`src/rtl/spi_txn_scheduler.sv`:
```
// spi_txn_scheduler: round-robin owner of the SPI interface register port.
// Grants one of two requesters, writes its tx bytes to the SPI data memory,
// starts the transfer, polls the send bit, reads rx bytes back and acks.
module spi_txn_scheduler #(
  parameter int POLL_GAP      = 16,
  parameter int TIMEOUT_POLLS = 1024
) (
  input  logic        clk_i,
  input  logic        reset_i,
  input  logic        req0_i,
  input  logic        req1_i,
  input  logic [1:0]  len0_i,
  input  logic [1:0]  len1_i,
  input  logic [31:0] tdata0_i,
  input  logic [31:0] tdata1_i,
  output logic        ack0_o,
  output logic        ack1_o,
  output logic [31:0] rdata0_o,
  output logic [31:0] rdata1_o,
  output logic        err_o,
  output logic        busy_o,
  output logic        wr_o,
  output logic        reg_sel_o,
  output logic [31:0] addr_o,
  output logic [31:0] entrada_o,
  input  logic [31:0] salida_i
);

  localparam int PW = $clog2(TIMEOUT_POLLS + 1);
  localparam int GW = $clog2(POLL_GAP + 1);

  typedef enum logic [3:0] {
    IDLE      = 4'd0,
    WR_DATA   = 4'd1,
    WR_CTRL   = 4'd2,
    POLL_SET  = 4'd3,
    POLL_CHK  = 4'd4,
    POLL_WAIT = 4'd5,
    RD_SET    = 4'd6,
    RD_CAP    = 4'd7,
    ABORT     = 4'd8,
    DONE      = 4'd9
  } state_t;

  state_t        state_q, state_d;
  logic          gnt_q, gnt_d;      // 0 = requester 0, 1 = requester 1
  logic          last_q, last_d;    // last requester served
  logic [1:0]    len_q, len_d;
  logic [31:0]   tdata_q, tdata_d;
  logic [1:0]    k_q, k_d;
  logic [PW-1:0] poll_q, poll_d;
  logic [GW-1:0] gap_q, gap_d;
  logic [31:0]   rx_q, rx_d;
  logic          ack0_q, ack0_d;
  logic          ack1_q, ack1_d;
  logic          err_q, err_d;
  logic [31:0]   rdata0_q, rdata0_d;
  logic [31:0]   rdata1_q, rdata1_d;

  logic          wr_s;
  logic          reg_sel_s;
  logic [31:0]   addr_s;
  logic [31:0]   entrada_s;
  logic [31:0]   ctrl_word_s;
  logic          unused_salida_s;

  // Only the low byte (data) and bit 0 (send) of the read port matter.
  assign unused_salida_s = ^salida_i[31:8];

  // Start word: send=1, pattern bits 0, n_tx_end = L-1 in bits [12:4].
  assign ctrl_word_s = {19'd0, 7'd0, len_q, 4'b0001};

  // Next-state, datapath and SPI register-port decode.
  always_comb begin
    state_d   = state_q;
    gnt_d     = gnt_q;
    last_d    = last_q;
    len_d     = len_q;
    tdata_d   = tdata_q;
    k_d       = k_q;
    poll_d    = poll_q;
    gap_d     = gap_q;
    rx_d      = rx_q;
    ack0_d    = 1'b0;
    ack1_d    = 1'b0;
    err_d     = 1'b0;
    rdata0_d  = rdata0_q;
    rdata1_d  = rdata1_q;
    wr_s      = 1'b0;
    reg_sel_s = 1'b0;
    addr_s    = 32'd0;
    entrada_s = 32'd0;

    case (state_q)
      IDLE: begin
        if (req0_i || req1_i) begin
          // Both requesting: serve the one not served last.
          gnt_d   = (req0_i && req1_i) ? ~last_q : ~req0_i;
          len_d   = gnt_d ? len1_i : len0_i;
          tdata_d = gnt_d ? tdata1_i : tdata0_i;
          k_d     = 2'd0;
          poll_d  = '0;
          gap_d   = '0;
          rx_d    = 32'd0;
          state_d = WR_DATA;
        end else begin
          state_d = IDLE;
        end
      end
      WR_DATA: begin
        wr_s      = 1'b1;
        reg_sel_s = 1'b1;
        addr_s    = {30'd0, k_q};
        entrada_s = {24'd0, tdata_q[{k_q, 3'b000} +: 8]};
        if (k_q == len_q) begin
          k_d     = 2'd0;
          state_d = WR_CTRL;
        end else begin
          k_d     = k_q + 2'd1;
        end
      end
      WR_CTRL: begin
        wr_s      = 1'b1;
        entrada_s = ctrl_word_s;
        state_d   = POLL_SET;
      end
      POLL_SET: begin
        state_d = POLL_CHK;
      end
      POLL_CHK: begin
        if (!salida_i[0]) begin
          k_d     = 2'd0;
          state_d = RD_SET;
        end else if (poll_q == PW'(TIMEOUT_POLLS - 1)) begin
          poll_d  = poll_q + PW'(1);
          state_d = ABORT;
        end else begin
          poll_d  = poll_q + PW'(1);
          gap_d   = '0;
          state_d = POLL_WAIT;
        end
      end
      POLL_WAIT: begin
        if (gap_q == GW'(POLL_GAP - 1)) begin
          gap_d   = '0;
          state_d = POLL_SET;
        end else begin
          gap_d   = gap_q + GW'(1);
        end
      end
      RD_SET: begin
        reg_sel_s = 1'b1;
        addr_s    = {30'd0, k_q};
        state_d   = RD_CAP;
      end
      RD_CAP: begin
        reg_sel_s = 1'b1;
        addr_s    = {30'd0, k_q};
        rx_d[{k_q, 3'b000} +: 8] = salida_i[7:0];
        if (k_q == len_q) begin
          // Ack and result are registered so they appear together in DONE.
          if (gnt_q) begin
            ack1_d   = 1'b1;
            rdata1_d = rx_d;
          end else begin
            ack0_d   = 1'b1;
            rdata0_d = rx_d;
          end
          state_d = DONE;
        end else begin
          k_d     = k_q + 2'd1;
          state_d = RD_SET;
        end
      end
      ABORT: begin
        // Writing control word 0 cancels the pending transfer.
        wr_s      = 1'b1;
        entrada_s = 32'd0;
        err_d     = 1'b1;
        if (gnt_q) begin
          ack1_d   = 1'b1;
          rdata1_d = 32'd0;
        end else begin
          ack0_d   = 1'b1;
          rdata0_d = 32'd0;
        end
        state_d = DONE;
      end
      DONE: begin
        last_d  = gnt_q;
        state_d = IDLE;
      end
      default: begin
        state_d = IDLE;
      end
    endcase
  end

  // State and datapath registers; reset abandons any transaction in flight.
  always_ff @(posedge clk_i or posedge reset_i) begin
    if (reset_i) begin
      state_q  <= IDLE;
      gnt_q    <= 1'b0;
      last_q   <= 1'b1;
      len_q    <= 2'd0;
      tdata_q  <= 32'd0;
      k_q      <= 2'd0;
      poll_q   <= '0;
      gap_q    <= '0;
      rx_q     <= 32'd0;
      ack0_q   <= 1'b0;
      ack1_q   <= 1'b0;
      err_q    <= 1'b0;
      rdata0_q <= 32'd0;
      rdata1_q <= 32'd0;
    end else begin
      state_q  <= state_d;
      gnt_q    <= gnt_d;
      last_q   <= last_d;
      len_q    <= len_d;
      tdata_q  <= tdata_d;
      k_q      <= k_d;
      poll_q   <= poll_d;
      gap_q    <= gap_d;
      rx_q     <= rx_d;
      ack0_q   <= ack0_d;
      ack1_q   <= ack1_d;
      err_q    <= err_d;
      rdata0_q <= rdata0_d;
      rdata1_q <= rdata1_d;
    end
  end

  assign ack0_o    = ack0_q;
  assign ack1_o    = ack1_q;
  assign err_o     = err_q;
  assign rdata0_o  = rdata0_q;
  assign rdata1_o  = rdata1_q;
  assign busy_o    = (state_q != IDLE);
  assign wr_o      = wr_s;
  assign reg_sel_o = reg_sel_s;
  assign addr_o    = addr_s;
  assign entrada_o = entrada_s;

endmodule
```
`config.mk`:
```
export PLATFORM = sky130hd
export DESIGN_NAME = spi_txn_scheduler
export DESIGN_NICKNAME = d
export VERILOG_FILES = /design/src/rtl/spi_txn_scheduler.sv
export SDC_FILE = /design/constraint.sdc
export NUM_CORES = 1
export LEC_CHECK = 0
export CAP_MARGIN = 20
export CORE_MARGIN = 2
export CORE_UTILIZATION = 50
export CTS_BUF_LIST = sky130_fd_sc_hd__clkbuf_4
export DETAILED_ROUTE_END_ITERATION = 8
export PLACE_DENSITY = 0.82
export SETUP_SLACK_MARGIN = 0.5
export SLEW_MARGIN = 20
export SYNTH_ARGS = -nofsm -noshare
export SYNTH_HDL_FRONTEND = slang
export SYNTH_SLANG_ARGS = --single-unit
```
`constraint.sdc`:
```
create_clock -name clk_i -period 10.3 [get_ports clk_i]
set_clock_uncertainty 0.1 [all_clocks]
set_input_delay 2.06 -clock clk_i [delete_from_list [all_inputs] [get_ports clk_i]]
set_output_delay 2.06 -clock clk_i [all_outputs]
set_load 0.02 [all_outputs]
```
# Word-level counts from Yosys, hierarchy flattened
# Index checks and enable logic that the tools add are counted.
# op_classes
addsub,4
eq_ne,24
n_shift,3
muxes,45
n_bitwise,2
reduce_logical,19
# op_table
operator,count
2-to-1 mux 32 bit,8
case mux 32 bit (2 select lines),3
case mux 4 bit (9 select lines),1
bitwise mux 32 bit,1
"variable shift 8 x 7 -> 32 bit, first input constant",1
indexed part select 32 x 6 -> 8 bit,1
indexed part select 8 x 7 -> 32 bit,1
"!= test 2 bit, second input constant",12
2-to-1 mux 11 bit,2
case mux 11 bit (2 select lines),1
2-to-1 mux 4 bit,5
2-to-1 mux 5 bit,4
"equality test 4 x 3 -> 1 bit, second input constant",4
case mux 8 bit (2 select lines),1
AND reduction 4 bit,4
case mux 5 bit (3 select lines),1
2-to-1 mux 2 bit,6
"adder 11 x 1 -> 11 bit, second input constant",1
"equality test 11 x 10 -> 1 bit, second input constant",1
2-to-1 mux 1 bit,9
"equality test 4 x 2 -> 1 bit, second input constant",2
"equality test 4 bit, second input constant",2
case mux 2 bit (4 select lines),1
nonzero test 4 bit,2
16 further kinds,23
# word_totals
regBits,157
inputBits,104
output_inout_bits,134
word_cells,111

# Logic depth before layout (Yosys ltp)
# logic_depth
word_depth,6
mapped_depth,9
mapped_depth_nobuf,6

# Worst setup path after synthesis
# Ideal clock, no wire load.
# synth_path
path_type,register -> output
startpoint,register state_q[1]
endpoint,output addr_o[0]
arrival_time_ps,1781
required_time_ps,8140
setup_slack_ps,6359
path_stages_with_launch,7
n_path_buf,2
path_cell_list,dfrtp_1 > buf_2 > clkbuf_1 > nor2b_1 > nand2b_1 > a21oi_1 > and2_1
# synth_via
elab_chain_len,3
# synth_lines
item,line_no,text
start: declaration,45,"state_t state_q, state_d;"
start signal: assignment,217,state_q <= state_d;
equality test 4 x 3 -> 1 bit / equality test 4 x 1 -> 1 bit (equally long branches),94,case (state_q)
OR reduction 3 bit (no line) *,--,
2-to-1 mux 2 bit *,94,
end: declaration,24,"output logic [31:0] addr_o,"
# Every way passes the cells marked *; elsewhere a longest branch is shown, timed or not.

# Final worst setup path
# layout_path
startpoint,register k_q[0]
endpoint,output entrada_o[5]
# layout_via
elab_chain_len,2
# layout_lines
item,line_no,text
start: declaration,50,"logic [1:0] k_q, k_d;"
start signal: assignment,222,k_q <= k_d;
indexed part select 32 x 6 -> 8 bit,114,"entrada_s = {24'd0, tdata_q[{k_q, 3'b000} +: 8]};"
case mux 8 bit (2 select lines),94,
end: declaration,25,"output logic [31:0] entrada_o,"
# No other way between the ends.

==> impl_metrics.toml <==
[run_status]
status = "completed"

[placed_design]
gp_congestion = 0.8085
io_buffers = 159
hpwlAfterDp_um = 11960
dpl.cell_count = 1058

[timing]
whs_ns = 0.3891
rsz0062_at_grt = "no"
drv_slew = 0
worst-slew-pin-transition_ns = 1.057
finalCriticalPeriod_ns = 5.161
post-route-period-util_pct = 50.11
final_hold_viol_count = 0
fmax_mhz = 193.8
setup-tns-final_ns = 0
setup-violations-final = 0
slew_headroom_pct = 29.36

[cells_and_area]
final_cell_count_no_fill = 1090
final_nets = 972
drive_gt1_share_pct = 13.86
final_util_pct = 62.19
syn2layout_area_growth_pct = 22.61

[yosys]
synth-main-ff-cell = "dfrtp_1"
async_flop_share_pct = 100.0
synth.distinct_cells = 58
ys_ff_latch = 157
synth-edff-count = 0
yosysSeqAreaShare_pct = 49.31
synth.cell_area_um2 = 7970
synth.area.top_cells = "dfrtp_1 49%, mux2_2 9.2%, buf_4 5.1%"
synth_commonest_cells = "156 x dfrtp_1, 65 x mux2_2, 54 x buf_4, 48 x a21oi_1"
synth_top_area_cell = "dfrtp_1"
syn_inst = 729
syn_area_per_cell_um2 = 10.93
yosysWarningCount = 0
yosysTopAreaCellShare_pct = 48.98
yosysMostFrequentCell = "dfrtp_1"

[floorplanning]
die_w_um = 130.3
start_util_pct = 50.72
row_count = 46
die_area_um2 = 16970
core-area_um2 = 15710
io_pins = 238
die_h_um = 130.3

[cts]
clock_sinks = 157
cts_buffers = 17
cts-root-buf = "clkbuf_4"
clock_latency_ns = 0.55
cts_resized = 0
clk_pin_slew_ns = 0.12
cts_tree = "yes"
clockBufferDepth = 2
post_cts_buffers = 0
cts_max_level = 4
cts_hold_buf = 0

[critical_path]
crit_slowest_cell = "dfrtp_1"
cpPeakStageDelay_ns = 0.99
required_ns = 8.14
setup.worst_path.end_class = "output pin"
startpoint_type = "flop"
arrival_ns = 3.00
crit_type = "reg -> out"
path_cells = "mux4_2, a22oi_1, nor3_1, clkdlybuf4s50_1"
cp_max_fo = 18

[grt]
grt_busiest_layer = "met2"
grtUsageTotal_pct = 21.38
grt_use_met1_pct = 28.80
grt_pass1_vias = 5581
use_met2_pct = 33.75
grt_pass1_wl_um = 28060
antenna_found_initial = 0
gr-usage-met3_pct = 5.945
overflow = 0
grt_max_degree = 90

[power_and_ir_drop]
irDropWorstVdd_uv = 104.0
powerDensity_nw_per_um2 = 207.3
power_uw = 2026
p_leak_uw = 0.004618

[run]
maxCapViolCount = 0

[detailed_routing]
drc = 0
drtIter0Drc = 403
post_drt_wl_per_cell_um = 16.05
ant_nets = 0
dr.pass1.iters = 6
vias = 5745
vias_per_cell = 5.271
wl_um = 17500

[hold_path]
hold_path.class = "reg -> reg"
==> flip-flops by register name, summed over array words and instances (netlist names) <==
| register | count |
|---|---|
| ack0_o | 1 |
| ack1_o | 1 |
| err_o | 1 |
| gap_q | 5 |
| gnt_q | 1 |
| k_q | 2 |
| last_q | 1 |
| len_q | 2 |
| poll_q | 11 |
| rdata0_o | 32 |
| rdata1_o | 32 |
| rx_q | 32 |
| state_q | 4 |
| tdata_q | 32 |
==> worst paths after layout <==
path / start / end / slack, ns / cells after the start
setup / recovery: k_q[0]$_DFFE_PP0P_ / entrada_o[5] / 5.14 / 4
hold / removal: tdata_q[16]$_DFFE_PP0P_ / tdata_q[16]$_DFFE_PP0P_ / 0.39 / 2
setup reg to reg: k_q[0]$_DFFE_PP0P_ / rdata1_o[0]$_DFFE_PP0P_ / 7.06 / 4
hold reg to reg: tdata_q[16]$_DFFE_PP0P_ / tdata_q[16]$_DFFE_PP0P_ / 0.39 / 2
max in group asynchronous: reset_i / poll_q[9]$_DFFE_PP0P_ / 6.81 / 3
min in group asynchronous: reset_i / state_q[1]$_DFFE_PP0P_ / 1.95 / 2
==> area by class of cell <==
cell class	count	area, um2
repair buffers	165	1637
clock inverters	11	142.6
diodes	1	2.502
clock buffers	20	150.1
inverters	9	38.79
multi-input cells	511	3601
fillers	1300	5941
well taps	216	270.3
flip-flops and latches	157	3930
==> logic make-up (layout without fill, tap and decap cells) <==
kind of cell             after synthesis  count (layout)  share of synthesized area (%)
XOR/XNOR                              10              10                          1.099
AND/OR/NAND/NOR                      180             180                          12.14
adder cells (fa/ha/maj)                7               7                          1.099
flip-flops                           157             157                          49.31
other                                  1              55                        0.04705
multiplexers                         110             110                          16.09
AO/OA/AOI/OAI                        150             150                          11.88
buffers and inverters                114             205                          8.336
==> critical path: cells and delay by family, from the launching register on <==
family                 cells  cell delay [ns]
AO/OA/AOI/OAI              1             0.17
buffers and inverters      1             0.58
flip-flops                 1             0.99
multiplexers               1             0.62
AND/OR/NAND/NOR            1             0.08
==> per-stage QoR <==
stage	setup slack (ns)	area (um2)
2_1_floorplan	3.907	8169
3_3_place_gp	5.715	9472
4_1_cts	5.033	9764
3_5_place_dp	5.653	9472
6_report	5.139	9772
5_1_grt	4.919	9769
==> placed cells by master (no fill, tap or decap), types with 3 or more instances in the layout <==
cell type	netlist	layout
mux4_2	8	8
nand3_1	6	6
a22o_1	32	32
xor2_1	7	7
nor2_1	44	44
mux2_2	65	65
nand2_1	44	43
ha_1	7	7
o21ai_0	44	43
or4_1	3	3
o31ai_1	6	6
inv_1	9	8
conb_1	1	54
a31oi_1	3	3
dfrtp_1	156	156
clkbuf_4	0	20
nor2b_1	39	39
bufinv_16	0	3
nor3_1	4	4
and2_1	8	8
clkinv_4	0	3
mux2i_1	37	37
nand2b_1	5	4
a21oi_1	48	48
and3_1	4	4
clkdlybuf4s50_1	0	159
xnor2_1	3	3
nand4_1	4	4
nor4bb_1	3	3
buf_4	54	6
==> power breakdown <==
part	leakage [uW]	total [uW]	switching (uW)	internal, uW
logic	0.00234	778	421	357
registers	0.00211	861	124	737
clock network	0.000162	387	212	175
total	0.00462	2030	758	1270
==> per-layer routing <==
layer | vias up | share of wire (%)
met5 | - | 0
met4 | 0 | 1.8
met3 | 29 | 6.1
met2 | 193 | 48
met1 | 2806 | 44
li1 | 2717 | -
No activity file was read; power rests on OpenSTA's default activity.
